File: config.mk
export PLATFORM = sky130hd
export DESIGN_NAME = button_conditioner
export DESIGN_NICKNAME = d
export VERILOG_FILES = /design/src/rtl/scoreboard_pkg.sv /design/src/rtl/sync_ff.sv /design/src/rtl/button_conditioner.sv
export SDC_FILE = /design/constraint.sdc
export NUM_CORES = 1
export LEC_CHECK = 0
export ABC_CLOCK_PERIOD_IN_PS = 3800
export BUFFER_PORTS_ARGS = -buffer_cell sky130_fd_sc_hd__buf_2
export CELL_PAD_IN_SITES_DETAIL_PLACEMENT = 0
export CELL_PAD_IN_SITES_GLOBAL_PLACEMENT = 1
export CORE_MARGIN = 2
export CORE_UTILIZATION = 35
export DETAILED_ROUTE_END_ITERATION = 16
export GPL_TIMING_DRIVEN = 0
export PLACE_DENSITY_LB_ADDON = 0.1
export REMOVE_ABC_BUFFERS = 1
export SLEW_MARGIN = 10
export SYNTH_ARGS = -nofsm -noshare
export SYNTH_HDL_FRONTEND = slang
export SYNTH_SLANG_ARGS = --single-unit
File: constraint.sdc
create_clock -name clk -period 3.8 [get_ports clk]
set_clock_uncertainty 0.05 [all_clocks]
set_input_delay 0 -clock clk [delete_from_list [all_inputs] [get_ports clk]]
set_output_delay 0 -clock clk [all_outputs]
set_load 0.1 [all_outputs]
File: src/rtl/scoreboard_pkg.sv
// scoreboard_pkg: shared button FSM states and timing defaults for the 1 kHz scoreboard front end
package scoreboard_pkg;

    typedef enum logic [2:0] {
        IDLE,
        PRESS_DB,
        PRESSED,
        HELD,
        RELEASE_DB
    } btn_state_t;

    localparam int DEBOUNCE_MS   = 20;
    localparam int LONG_PRESS_MS = 1000;

endpackage

File: src/rtl/sync_ff.sv
// sync_ff: multi-flop synchroniser for one asynchronous input with a chosen reset level
module sync_ff #(
    parameter int   STAGES  = 2,
    parameter logic RST_VAL = 1'b0
) (
    input  logic clk,
    input  logic rst_n,
    input  logic d,
    output logic q
);

    logic [STAGES-1:0] chain;

    always_ff @(posedge clk or negedge rst_n) begin
        if (!rst_n)
            chain <= {STAGES{RST_VAL}};
        else
            chain <= {chain[STAGES-2:0], d};
    end

    assign q = chain[STAGES-1];

endmodule

File: src/rtl/button_conditioner.sv
// button_conditioner: synchronise, debounce and classify one pushbutton into level and single-cycle press/long/release events
module button_conditioner
    import scoreboard_pkg::*;
#(
    parameter int SYNC_STAGES     = 2,
    parameter int DEBOUNCE_CYCLES = DEBOUNCE_MS,
    parameter int LONG_CYCLES     = LONG_PRESS_MS,
    parameter bit ACTIVE_HIGH     = 1'b1
) (
    input  logic clk,
    input  logic rst_n,
    input  logic btn_i,
    output logic btn_level_o,
    output logic press_pulse_o,
    output logic long_pulse_o,
    output logic release_pulse_o
);

    localparam int DW = $clog2(DEBOUNCE_CYCLES + 1);
    localparam int HW = $clog2(LONG_CYCLES + 1);
    localparam logic [DW-1:0] DEB_MAX  = DW'(DEBOUNCE_CYCLES);
    localparam logic [HW-1:0] HOLD_MAX = HW'(LONG_CYCLES);

    if (SYNC_STAGES < 2) begin : g_bad_sync
        $error("button_conditioner: SYNC_STAGES must be at least 2");
    end
    if (DEBOUNCE_CYCLES < 1) begin : g_bad_deb
        $error("button_conditioner: DEBOUNCE_CYCLES must be at least 1");
    end
    if (LONG_CYCLES < 1) begin : g_bad_long
        $error("button_conditioner: LONG_CYCLES must be at least 1");
    end

    btn_state_t    state;
    logic          btn_raw;
    logic          btn_s;
    logic          long_done;
    logic [DW-1:0] deb_cnt;
    logic [DW-1:0] deb_inc;
    logic [HW-1:0] hold_cnt;
    logic [HW-1:0] hold_inc;

    // Synchroniser resets to the idle pad level so polarity inversion yields "not pressed"
    sync_ff #(
        .STAGES (SYNC_STAGES),
        .RST_VAL(~ACTIVE_HIGH)
    ) u_sync (
        .clk  (clk),
        .rst_n(rst_n),
        .d    (btn_i),
        .q    (btn_raw)
    );

    assign btn_s    = ACTIVE_HIGH ? btn_raw : ~btn_raw;
    assign deb_inc  = (deb_cnt == DEB_MAX) ? deb_cnt : deb_cnt + DW'(1);
    assign hold_inc = (hold_cnt == HOLD_MAX) ? hold_cnt : hold_cnt + HW'(1);

    always_ff @(posedge clk or negedge rst_n) begin
        if (!rst_n) begin
            state           <= IDLE;
            deb_cnt         <= '0;
            hold_cnt        <= '0;
            long_done       <= 1'b0;
            btn_level_o     <= 1'b0;
            press_pulse_o   <= 1'b0;
            long_pulse_o    <= 1'b0;
            release_pulse_o <= 1'b0;
        end else begin
            press_pulse_o   <= 1'b0;
            long_pulse_o    <= 1'b0;
            release_pulse_o <= 1'b0;
            case (state)
                IDLE: begin
                    if (btn_s) begin
                        state   <= PRESS_DB;
                        deb_cnt <= DW'(1);
                    end
                end
                PRESS_DB: begin
                    if (!btn_s) begin
                        state   <= IDLE;
                        deb_cnt <= '0;
                    end else if (deb_cnt == DEB_MAX) begin
                        state         <= PRESSED;
                        press_pulse_o <= 1'b1;
                        btn_level_o   <= 1'b1;
                        hold_cnt      <= '0;
                        long_done     <= 1'b0;
                    end else begin
                        deb_cnt <= deb_inc;
                    end
                end
                PRESSED: begin
                    hold_cnt <= hold_inc;
                    if (!btn_s) begin
                        state   <= RELEASE_DB;
                        deb_cnt <= DW'(1);
                    end else if (hold_inc == HOLD_MAX) begin
                        state        <= HELD;
                        long_pulse_o <= 1'b1;
                        long_done    <= 1'b1;
                    end
                end
                HELD: begin
                    hold_cnt <= hold_inc;
                    if (!btn_s) begin
                        state   <= RELEASE_DB;
                        deb_cnt <= DW'(1);
                    end
                end
                RELEASE_DB: begin
                    // Hold timing keeps running so a release bounce cannot postpone the long press
                    hold_cnt <= hold_inc;
                    if (btn_s) begin
                        state <= long_done ? HELD : PRESSED;
                    end else if (deb_cnt == DEB_MAX) begin
                        state           <= IDLE;
                        release_pulse_o <= 1'b1;
                        btn_level_o     <= 1'b0;
                        deb_cnt         <= '0;
                        hold_cnt        <= '0;
                    end else begin
                        deb_cnt <= deb_inc;
                    end
                end
                default: state <= IDLE;
            endcase
        end
    end

endmodule
==> flow_summary.yaml <==
floorplanning:
  row_count: 24
  ios: 7
  coreArea_sq_um: 4290
  die_w_um: 70.3
  die_y_um: 70.3
  initial_utilization_pct: 35.8
  die-area_sq_um: 4940
timing:
  setup-tns-final_ns: 0
  max_slew_margin_pct: 58.0
  hold_viol_final: 0
  rsz0062_at_grt: "false"
  hold_slack_ns: 0.226
  slew_violations: 0
  min_period_over_period_pct: 56.8
  fmax_ghz: 0.463
  setup_viol: 0
  period_needed_ns: 2.16
  timing.final.ws_setup_ns: 1.64
  worstMarginPinSlew_ns: 0.631
global_routing:
  grt_pass1_wl_um: 6260
  grt.total_usage_pct: 15.9
  grt_overflow: 0
  first_global_vias: 1278
  grt_start_max_net_pins: 26
  antenna_found_initial: 0
route:
  routed_wl_um: 3640
  drt_iter0_markers: 79
  drt_pre_antenna_iters: 5
  wl_per_cell_um: 16.2
  num_vias: 1278
  routed_via_density: 5.68
  ant_nets: 0
  drc: 0
clocking:
  root_buffer: "clkbuf_8"
  cts_sinks: 25
  cts_made_buffers: 3
  cts_setup_buffers: 0
  cts_tree: "yes"
  cts_buffer_depth: 2
  holdBufCountCts: 2
  clk_pin_slew_ns: 0.09
  cts_resized: 0
  clkLatencyLatePin_ns: 0.27
  htree_levels: 1
worst_setup_path:
  crit_slowest_cell: "o211ai_1"
  regToRegStartpoint: "deb_cnt[0]"
  path_cells: "inv_1 -> ha_1 -> and4b_1 -> nand2_1 -> o211ai_1 -> o21ai_0 -> o2bb2ai_1"
  timing.rr.end: "hold_cnt[2]"
  max_stage_delay_ns: 0.48
  endpoint_kind: "flop"
  required_ns: 3.91
  startpoint_type: "flop"
  r2r_setup_slack_ns: 1.64
  path_max_fanout: 6
  r2r_cells: 7
  cp_data_arrival_time_ns: 2.27
  crit_type: "flop to flop"
logic_synthesis:
  syn_avg_cell_area_sq_um: 9.05
  synth_edf_count: 0
  ys.flop_type: "dfrtp_1"
  syn-cell-area_sq_um: 1540
  yosysWarnings: 0
  synth_cells: 170
  ys_types: 57
  ys_seq_area_share_pct: 40.7
  async_flop_share_pct: 100
  ys_seq_elements: 25
power:
  p_leak_nw: 0.662
  pwr_density_cell_nw_per_um2: 287
  vdd_drop_max_v: 0.0000984
finish:
  final.fill_count: 474
  final_nets: 181
  ff_latch_area_sq_um: 626
  antenna_cells: 0
  area.growth.synth_to_final_pct: 5.93
  multi_input_area_sq_um: 811
  drive_above_1_share_pct: 12.7
place:
  io_buffers: 6
  dpl_worst_slack_ns: 1.63
  dpl.hpwl_um: 2590
  place_congestion: 0.760
min_path:
  min_path_type: "input pin to asynchronous set/reset pin"
flow_run:
  drv_cap: 0
run_status:
  status: "finished clean"
[where the power goes]
part	switching (mW)	internal, mW	leakage [nW]	total (mW)
clock network	0.0867	0.0751	0.0228	0.162
logic	0.0167	0.0116	0.300	0.0283
registers	0.00813	0.270	0.339	0.278
total	0.112	0.357	0.662	0.468
[flip-flops by register name (all words and copies together) (netlist names)]
register         count
btn_level_o          1
deb_cnt              5
hold_cnt            10
long_done            1
long_pulse_o         1
press_pulse_o        1
release_pulse_o      1
state                3
u_sync.chain         2
[through the flow]
| stage | power [mW] | std cells | area [sq um] | util (%) |
|---|---|---|---|---|
| floorplan | 0.298 | 161 | 1470 | - |
| global placement | 0.310 | 219 | 1570 | 36.5 |
| detailed placement | 0.311 | 219 | 1570 | 36.5 |
| CTS | 0.478 | 225 | 1630 | 38.0 |
| global route | 0.494 | 225 | 1630 | 38.0 |
| finish | 0.468 | 225 | 1630 | 38.0 |
[routing by layer]
metal  global-route usage, %  vias to the layer above  part of all wire, %
met5                       0                        -                    0
met2                    25.5                       12                   48
li1                        -                      629                    -
met1                    22.1                      632                   49
met4                    5.13                        0                  1.4
met3                    2.16                        5                  1.8
[cell usage after synthesis, drive strengths merged, types with 4 or more instances]
library cell	number	area share, %
nand3	7	2.3
dfrtp	25	41
nand2	17	4.1
a31oi	4	1.6
ha	4	3.3
nor2	10	2.4
buf	5	2.2
o21ai	17	5.5
inv	9	2.2
a21oi	13	4.5
[worst max-delay path, delay by kind of cell (launching register included)]
family | cells | cell delay [ns]
fa+ha+maj | 1 | 0.18
flops | 1 | 0.42
simple gates | 2 | 0.48
buf+inv | 1 | 0.09
compound gates | 3 | 0.82
[how the worst max path moves through the flow]
stage	slack [ns]	from	endpoint	cells after the start
CTS	1.62	deb_cnt[0]	hold_cnt[2]	7
floorplan	2.06	hold_cnt[0]	long_done	6
global route	1.51	deb_cnt[0]	hold_cnt[7]	7
finish	1.64	deb_cnt[0]	hold_cnt[2]	7
global placement	1.64	deb_cnt[0]	hold_cnt[2]	7
detailed placement	1.63	deb_cnt[0]	hold_cnt[2]	7
[layout by cell type, fill, tap and decap left out, drive strengths merged, types with 2 or more instances in the layout]
cell         Yosys  layout
a211oi           2       2
a21oi           13      13
a22o             2       2
a31oi            4       4
and2             2       2
and3             3       3
buf              5       6
clkbuf           3       4
dfrtp           25      25
dlygate4sd3      0       2
ha               4       4
inv              9       9
nand2           17      17
nand2b           3       3
nand3            7       7
nand3b           2       2
nor2            10      10
nor3             3       3
o2111ai          3       3
o211ai           2       2
o21a             3       3
o21ai           17      17
o221ai           2       2
o22ai            3       3
o31ai            3       3
or2b             2       2
xor2             3       3
[final cells by class]
type | instances | share of cell area [%]
multi-input combinational | 127 | 49.7
sequential | 25 | 38.4
tap | 52 | 3.99
timing repair buffer | 8 | 3.07
clock buffer | 4 | 2.76
inverter | 9 | 2.07
[cells by family after synthesis]
| family | share of synthesized area, % |
|---|---|
| compound gates | 26.3 |
| simple gates | 20.8 |
| flops | 40.7 |
| buf+inv | 6.67 |
| xor+xnor | 2.28 |
| fa+ha+maj | 3.25 |
Note: power is estimated with default switching activity, not from simulation.
